[src/rtl/mult_pkg.sv]
// Shared types and helpers for the sequential shift-add multiplier.
// The optional SIGNED_MODE_EN macro is consumed by the datapath, not here.
package mult_pkg;

  typedef enum logic [1:0] {
    S_IDLE = 2'd0,
    S_CALC = 2'd1,
    S_DONE = 2'd2
  } mult_state_t;

  // Step counter must be able to hold values 0..width.
  function automatic int cnt_width(input int width);
    return $clog2(width + 1);
  endfunction

endpackage

[src/rtl/seq_mult_datapath.sv]
// Operand/accumulator datapath for seq_mult_unit, driven by load/step/finish strobes.
// Define SIGNED_MODE_EN for two's-complement operands (magnitude multiply plus sign fix-up).
module seq_mult_datapath
  import mult_pkg::*;
#(
  parameter int WIDTH = 8
) (
  input  logic                 clk_i,
  input  logic                 rst_i,
  input  logic                 load_i,
  input  logic                 step_i,
  input  logic                 finish_i,
  input  logic [WIDTH-1:0]     a_i,
  input  logic [WIDTH-1:0]     b_i,
  output logic                 zero_op_o,
  output logic                 last_step_o,
  output logic                 done_o,
  output logic [2*WIDTH-1:0]   product_o
);

  localparam int CW = cnt_width(WIDTH);

  logic [2*WIDTH-1:0] areg_q, areg_d;
  logic [2*WIDTH-1:0] acc_q, acc_d;
  logic [2*WIDTH-1:0] product_q, product_d;
  logic [WIDTH-1:0]   breg_q, breg_d;
  logic [CW-1:0]      cnt_q, cnt_d;
  logic               done_q;
  logic [WIDTH-1:0]   a_mag, b_mag;
  logic [2*WIDTH-1:0] result;

  assign zero_op_o = (a_i == '0) || (b_i == '0);

`ifdef SIGNED_MODE_EN
  logic neg_q, neg_d;

  // Most-negative input negates to 2^(WIDTH-1), which still fits unsigned.
  assign a_mag  = a_i[WIDTH-1] ? -a_i : a_i;
  assign b_mag  = b_i[WIDTH-1] ? -b_i : b_i;
  assign neg_d  = load_i ? ((a_i[WIDTH-1] ^ b_i[WIDTH-1]) && !zero_op_o) : neg_q;
  assign result = neg_q ? -acc_q : acc_q;

  always_ff @(posedge clk_i) begin
    if (rst_i) neg_q <= 1'b0;
    else       neg_q <= neg_d;
  end
`else
  assign a_mag  = a_i;
  assign b_mag  = b_i;
  assign result = acc_q;
`endif

  assign last_step_o = ((breg_q >> 1) == '0) || (cnt_q == CW'(WIDTH - 1));

  always_comb begin
    areg_d    = areg_q;
    breg_d    = breg_q;
    acc_d     = acc_q;
    cnt_d     = cnt_q;
    product_d = product_q;
    if (load_i) begin
      areg_d = {{WIDTH{1'b0}}, a_mag};
      breg_d = b_mag;
      acc_d  = '0;
      cnt_d  = '0;
    end else if (step_i) begin
      if (breg_q[0]) acc_d = acc_q + areg_q;
      areg_d = areg_q << 1;
      breg_d = breg_q >> 1;
      cnt_d  = cnt_q + CW'(1);
    end
    if (finish_i) product_d = result;
  end

  always_ff @(posedge clk_i) begin
    if (rst_i) begin
      areg_q    <= '0;
      breg_q    <= '0;
      acc_q     <= '0;
      cnt_q     <= '0;
      product_q <= '0;
      done_q    <= 1'b0;
    end else begin
      areg_q    <= areg_d;
      breg_q    <= breg_d;
      acc_q     <= acc_d;
      cnt_q     <= cnt_d;
      product_q <= product_d;
      done_q    <= finish_i;
    end
  end

  assign done_o    = done_q;
  assign product_o = product_q;

endmodule

[src/rtl/seq_mult_unit.sv]
// Sequential shift-add multiplier: GO/START handshake controller around seq_mult_datapath.
// Define SIGNED_MODE_EN to treat A and B as two's complement.
module seq_mult_unit
  import mult_pkg::*;
#(
  parameter int WIDTH = 8
) (
  input  logic               SYS_CLOCK,
  input  logic               FSM_SRESET,
  input  logic               GO,
  input  logic [WIDTH-1:0]   A,
  input  logic [WIDTH-1:0]   B,
  output logic               START,
  output logic               BUSY,
  output logic               DONE,
  output logic [2*WIDTH-1:0] PRODUCT,
  output logic [1:0]         DBG_STATE
);

  // Handshake: a request is taken on any posedge where START=1 and GO=1;
  // GO while START=0 is dropped, and DONE pulses once with PRODUCT valid.
  mult_state_t state_q, state_d;
  logic        load, step, finish;
  logic        zero_op, last_step;

  assign START     = (state_q == S_IDLE);
  assign BUSY      = (state_q == S_CALC) || (state_q == S_DONE);
  assign load      = START && GO;
  assign step      = (state_q == S_CALC);
  assign finish    = (state_q == S_DONE);
  assign DBG_STATE = state_q;

  always_comb begin
    state_d = state_q;
    case (state_q)
      S_IDLE:  if (GO) state_d = zero_op ? S_DONE : S_CALC;
      S_CALC:  if (last_step) state_d = S_DONE;
      S_DONE:  state_d = S_IDLE;
      default: state_d = S_IDLE;
    endcase
  end

  always_ff @(posedge SYS_CLOCK) begin
    if (FSM_SRESET) state_q <= S_IDLE;
    else            state_q <= state_d;
  end

  seq_mult_datapath #(.WIDTH(WIDTH)) u_datapath (
    .clk_i       (SYS_CLOCK),
    .rst_i       (FSM_SRESET),
    .load_i      (load),
    .step_i      (step),
    .finish_i    (finish),
    .a_i         (A),
    .b_i         (B),
    .zero_op_o   (zero_op),
    .last_step_o (last_step),
    .done_o      (DONE),
    .product_o   (PRODUCT)
  );

endmodule

[config.mk]
export PLATFORM = sky130hd
export DESIGN_NAME = seq_mult_unit
export DESIGN_NICKNAME = d
export VERILOG_FILES = /design/src/rtl/mult_pkg.sv /design/src/rtl/seq_mult_datapath.sv /design/src/rtl/seq_mult_unit.sv
export SDC_FILE = /design/constraint.sdc
export NUM_CORES = 1
export LEC_CHECK = 0
export ABC_AREA = 1
export CORE_ASPECT_RATIO = 2
export CORE_MARGIN = 5
export CORE_UTILIZATION = 46
export CTS_CLUSTER_DIAMETER = 30
export CTS_CLUSTER_SIZE = 14
export DETAILED_ROUTE_END_ITERATION = 12
export GPL_ROUTABILITY_DRIVEN = 0
export GPL_TIMING_DRIVEN = 0
export PLACE_DENSITY = 0.7
export SLEW_MARGIN = 20
export SYNTH_ARGS = -nofsm -noshare
export SYNTH_HDL_FRONTEND = slang
export SYNTH_SLANG_ARGS = --single-unit
[constraint.sdc]
create_clock -name SYS_CLOCK -period 1.7 [get_ports SYS_CLOCK]
set_input_delay 0.34 -clock SYS_CLOCK [delete_from_list [all_inputs] [get_ports SYS_CLOCK]]
set_output_delay 0.34 -clock SYS_CLOCK [all_outputs]
set_load 0.01 [all_outputs]
==> results of run 1 <==
==> state kept, by name, summed over array words and instances (netlist names) <==
name / cells
DBG_STATE: 2
u_datapath.areg_q: 16
u_datapath.product_o: 16
u_datapath.cnt_q: 4
u_datapath.acc_q: 16
u_datapath.breg_q: 8
u_datapath.done_o: 1
==> report_power, final <==
group	internal, mW	switching [mW]	total [mW]
combinational	0.378	0.506	0.884
sequential	1.61	0.0978	1.70
clock	1.14	0.626	1.76
total	3.12	1.23	4.35
==> worst min-delay path by stage <==
| stage | startpoint | end | slack [ns] | depth (start not counted) |
|---|---|---|---|---|
| 2_1_floorplan | u_datapath.cnt_q[3] | u_datapath.cnt_q[3] | 0.44 | 2 |
| 3_3_place_gp | u_datapath.breg_q[3] | u_datapath.breg_q[3] | 0.46 | 2 |
| 3_5_place_dp | u_datapath.breg_q[3] | u_datapath.breg_q[3] | 0.47 | 2 |
| 4_1_cts | FSM_SRESET | u_datapath.areg_q[5] | 0.33 | 2 |
| 5_1_grt | FSM_SRESET | u_datapath.areg_q[2] | 0.35 | 2 |
| 6_report | FSM_SRESET | u_datapath.areg_q[5] | 0.34 | 2 |
==> metal layers <==
layer / global-route usage / wire length (um) / vias to the layer above
li1: - / - / 1719
met1: 0.210 / 3520 / 1577
met2: 0.419 / 5580 / 109
met3: 0.0398 / 526 / 34
met4: 0.143 / 543 / 0
met5: 0 / 0 / -
==> cells by family (layout without fill, tap and decap cells) <==
| family | after synthesis | count (layout) | synth area share |
|---|---|---|---|
| and+or+nand+nor | 219 | 219 | 0.271 |
| AOI/OAI and AO/OA | 99 | 99 | 0.156 |
| buffers and inverters | 98 | 152 | 0.112 |
| DFF | 63 | 63 | 0.373 |
| xor gates and xnor gates | 5 | 5 | 0.0129 |
| adders and majority gates | 20 | 20 | 0.0762 |
==> layout make-up <==
type / count / area (um^2)
Fill cell: 668 / 2820
Inverter: 80 / 307
Timing Repair Buffer: 43 / 417
Clock inverter: 2 / 35.0
Multi-Input combinational cell: 343 / 1920
Sequential cell: 63 / 1270
Buffer: 17 / 88.8
Clock buffer: 10 / 239
Tap cell: 92 / 115
==> layout by cell type (no fill, tap or decap), types with 12 or more instances in the layout <==
cell,n
nor2_1,32
a21oi_1,54
nand3_1,28
dfxtp_1,54
inv_1,76
clkdlybuf4s50_1,36
nand2_1,126
o21ai_0,28
nand2_2,12
==> metrics by stage <==
stage	hold slack (ns)	util	setup TNS (ns)	worst slack, ns	area, um^2
after floorplan	0.443	-	0	0.0656	3380
after global placement	0.457	0.538	-2.86	-0.196	3880
after detailed placement	0.468	0.538	-3.34	-0.199	3880
after CTS	0.333	0.584	-0.0521	-0.0264	4210
after global routing	0.352	0.610	-0.322	-0.0744	4400
final	0.344	0.610	0	0.0174	4400
==> repair_timing <==
item,in CTS,in global routing
cloned,0,0
endpoints found under the setup margin,35,36
endpoints found under the hold margin,0,0
resized for setup,17,44
pin swaps,6,10
buffers inserted,3,2
==> qor.txt, run 1 <==
status -> complete, no violations
Pleak -> 1.91 nW
CTS tree -> built
Initial Util -> 0.469
Worst Path Buf+Inv -> 1
H-tree depth -> 3
Detail Route Antenna Nets -> 0
post-synthesis cell type count -> 29
clk_lat worst skew -> 0.33 ns
FFs w/ async S/R, synth -> 0
P&R area growth vs syn -> 29.9%
max-slew violations -> 0
initial antenna violation count -> 0
fmax -> 594 MHz
RSZ-0062 raised after global routing -> true
worst r2r dst -> u_datapath.acc_q[14]
max_slew headroom -> 0.661
Syn Inst Count -> 504
syn avg cell area -> 6.72 um^2
drt total wl -> 10200 um
first-pass GRT wire length -> 15900 um
R2R depth -> 12
DRT iter0 DRCs -> 221
delay-heaviest family, CP -> simple AND/OR/NAND/NOR gates
Die Wd -> 70.7 um
final setup fails -> 0
CTS root buf -> clkbuf_16
cell mode on critical path -> nand2_2
DPL Wire Length -> 7510 um
pin count of the biggest net entering global routing -> 11
Post-synth top cells -> 138 x nand2_1, 76 x inv_1, 63 x dfxtp_1, 57 x a21oi_1, 33 x nor2_1
top_reg_cell synth -> dfxtp_1
Tot GR Track Use -> 0.222
# hold bufs at CTS -> 0
Power Total -> 4.35 mW
TritonCTS buffer count -> 9
Synth Register Bits -> 63
share of the synthesized area in the top cell type -> 0.373
max cap viols -> 0
# port buffers -> 38
crit path cell chain -> ha_4, fa_2, nand2_2, nand2_2, nand3b_1, nand2_2, nand2_2, nand2_2, nand2_2, nand3_2, nand2_1, inv_1
total congestion overflow -> 0
Die Area -> 9280 um^2
Seq/Total Area, Yosys -> 0.373
total number of vias -> 3439
Die Ht -> 131 um
Fin. Hold Viols -> 0
Worst Path Required -> 1.93 ns
WP depth -> 12
CP Launch Type -> flip-flop
I/O pin total -> 40
Worst Setup End Kind -> flip-flop
yosys warns -> 0
via/cell ratio -> 5.29
max incr delay on CP -> 0.36 ns
CTS sink cnt -> 63
Diodes inserted -> 0
final worst path period share -> 0.990
CP max FO -> 3
Nets -> 596
clock skew -> 0.00489 ns
most area-hungry cell type in the Yosys netlist -> dfxtp_1
most frequent cell after synthesis -> nand2_1
Worst Setup SP -> u_datapath.acc_q[0]
clock slew at reported path FFs -> 0.05 ns
CP arrival -> 1.91 ns
drt first pass iters -> 4
DRC errors left -> 0
VDD IR max -> 0.748 mV
reg2reg start -> u_datapath.acc_q[0]
layout cells sized above 1 -> 0.143
drt wl/cell -> 15.7 um
Core Area -> 7210 um^2
synth top area cells -> dfxtp_1 37%, nand2_1 15%, a21oi_1 8.4%
placed insts -> 634
Slew @ Worst Pin -> 0.508 ns
post-synth net total -> 543
worst setup path endpoint -> u_datapath.acc_q[14]
min cycle time layout -> 1.68 ns
post-route insts no fill -> 650
Post-Synthesis Cell Area -> 3380 um^2
clk buf depth -> 2
hold crit path type -> in2reg
vias in the first global route -> 3409
r2r setup slk -> 0.02 ns
critical path's slowest cell -> fa_2
total power per unit cell area -> 990 nW/um^2
Std-Cell Rows -> 44
WS Path Type -> reg2reg
number of flops mapped to enable cells by yosys -> 0
Note: power is estimated with default switching activity, not from simulation.
==> inputs of run 2 (changes only) <==
--- a/config.mk
+++ b/config.mk
@@ -6,6 +6,7 @@
 export NUM_CORES = 1
 export LEC_CHECK = 0
 export ABC_AREA = 1
+export CAP_MARGIN = 25
 export CORE_ASPECT_RATIO = 2
 export CORE_MARGIN = 5
 export CORE_UTILIZATION = 46
@@ -14,7 +15,7 @@
 export DETAILED_ROUTE_END_ITERATION = 12
 export GPL_ROUTABILITY_DRIVEN = 0
 export GPL_TIMING_DRIVEN = 0
-export PLACE_DENSITY = 0.7
+export PLACE_DENSITY = 0.68
 export SLEW_MARGIN = 20
 export SYNTH_ARGS = -nofsm -noshare
 export SYNTH_HDL_FRONTEND = slang
==> constraint.sdc (replaced) <==
create_clock -name SYS_CLOCK -period 1.8 [get_ports SYS_CLOCK]
set_input_delay 0.36 -clock SYS_CLOCK [delete_from_list [all_inputs] [get_ports SYS_CLOCK]]
set_output_delay 0.36 -clock SYS_CLOCK [all_outputs]
set_load 0.01 [all_outputs]
==> run 2 against run 1 <==
- wire length is 4.2% lower
- sequential share of layout area is 0.51 points higher
- maximum frequency is 5.4% lower
- clock power is 9% lower
- sequential power is 6% lower
- hold slack better by 0.012 ns
- combinational power is 9.0% lower
- core utilization is 1.2 points lower
- sequential cell count stayed put
- critical path type unchanged
==> qor.txt, run 2 (synthesized netlist as in run 1, its figures left out) <==
met1 capacity usage during global routing -> 0.206
VDD IR max -> 0.653 mV
CTS sink cnt -> 63
clock skew -> 0.00583 ns
layout cells sized above 1 -> 0.112
Filler cells -> 674
most used routing layer -> met2
switching pwr -> 1.19 mW
final setup fails -> 0
max cap viols -> 0
drt first pass iters -> 4
placed insts -> 634
clk buf depth -> 2
vias in the first global route -> 3343
part of the power in registers -> 0.399
drt wl/cell -> 14.9 um
CTS tree -> built
pin count of the biggest net entering global routing -> 12
Min Hold Slack -> 0.356 ns
H-tree depth -> 3
Die Ht -> 131 um
Worst Setup End Kind -> flip-flop
P&R area growth vs syn -> 27.4%
final worst path period share -> 0.988
post-route insts no fill -> 656
clk_lat worst skew -> 0.33 ns
Die Area -> 9280 um^2
Slew @ Worst Pin -> 0.548 ns
Detail Route Antenna Nets -> 0
RSZ-0062 raised after global routing -> true
met2 Use GR -> 0.407
status -> complete, no violations
Std-Cell Rows -> 44
CP max FO -> 3
Die Wd -> 70.7 um
commonest non-fill, non-tap cell in the layout -> nand2_1
min cycle time layout -> 1.78 ns
commonest non-fill, non-tap cells in the layout -> 126 x nand2_1, 76 x inv_1, 58 x dfxtp_1
drt total wl -> 9750 um
Fin. Hold Viols -> 0
Min-Delay Path Depth -> 2
R2R depth -> 11
I/O pin total -> 40
clock slew at reported path FFs -> 0.05 ns
initial antenna violation count -> 0
Clock power frac -> 0.400
max-slew violations -> 0
Nets -> 598
Diodes inserted -> 0
Initial Util -> 0.469
DRC errors left -> 0
total number of vias -> 3417
Core Area -> 7210 um^2
fmax -> 562 MHz
WS Path Type -> reg2reg
max_slew headroom -> 0.635
CTS root buf -> clkbuf_16
met3 Usage GRT -> 0.0329
Worst Path Required -> 2.02 ns
Pint -> 2.83 mW
final core occ -> 0.598
Comb power frac -> 0.200
sw frac -> 0.296
total power per unit cell area -> 931 nW/um^2
via/cell ratio -> 5.21
CP Launch Type -> flip-flop
# port buffers -> 38
first-pass GRT wire length -> 15600 um
total congestion overflow -> 0
Pleak -> 1.93 nW
CP arrival -> 2.00 ns
TritonCTS buffer count -> 9
DPL Wire Length -> 7550 um
Tot GR Track Use -> 0.216
DRT iter0 DRCs -> 216
# hold bufs at CTS -> 0
hold crit path type -> in2reg
run 2: power groups by stage:
| stage | logic, mW | registers [mW] | clock network, mW |
|---|---|---|---|
| detailed placement | 0.779 | 1.62 | 0 |
| CTS | 0.774 | 1.60 | 1.62 |
| global route | 0.895 | 1.62 | 1.68 |
| floorplan | 0.435 | 1.63 | 0 |
| finish | 0.804 | 1.60 | 1.61 |
| global placement | 0.768 | 1.62 | 0 |
run 2: stage by stage:
| step | instance area (um^2) | setup WS [ns] | TNS, ns | total power, mW |
|---|---|---|---|---|
| floorplan | 3380 | 0.166 | 0 | 2.06 |
| global placement | 3880 | -0.0929 | -0.332 | 2.39 |
| detailed placement | 3880 | -0.137 | -0.449 | 2.40 |
| CTS | 4170 | 0.00751 | 0 | 3.99 |
| global route | 4310 | -0.0614 | -0.130 | 4.19 |
| finish | 4310 | 0.0216 | 0 | 4.01 |
run 2: critical path: stages, from the launching register on:
cell	delay, ns
dfxtp_4	0.35
ha_4	0.17
fa_2	0.37
nand2_2	0.07
nand2_2	0.05
nand3b_1	0.13
nand2_2	0.12
buf_4	0.15
nand2_1	0.04
nand3_1	0.07
o211ai_1	0.09
inv_1	0.06
run 2: final timing paths:
path                                           start              endpoint  slack (ns)
worst max register to register  u_datapath.areg_q[0]   u_datapath.acc_q[6]        0.02
worst max-delay path            u_datapath.areg_q[0]   u_datapath.acc_q[6]        0.02
worst min-delay path                      FSM_SRESET  u_datapath.breg_q[1]        0.36
worst min register to register  u_datapath.breg_q[3]  u_datapath.breg_q[3]        0.47
run 2: repair_timing:
action,CTS,global route
gates resized for setup,9,24
setup buffers,0,7
setup endpoints to repair,10,35
pin swaps,0,8
run 2: final cells by class:
type                            count  area (um^2)  area share
Clock inverter                      5         33.8     0.00784
Sequential cell                    63         1270       0.295
Multi-Input combinational cell    343         1840       0.427
Inverter                           80          303      0.0702
Clock buffer                       11          243      0.0563
Buffer                             17         77.6      0.0180
Tap cell                           92          115      0.0267
Timing Repair Buffer               45          430      0.0998
run 2: layer usage:
metal / part of all wire / vias up / wire length [um]
met5: 0 / - / 0
met2: 0.56 / 97 / 5460
met3: 0.049 / 27 / 481
met4: 0.044 / 0 / 431
li1: - / 1729 / -
met1: 0.35 / 1564 / 3380
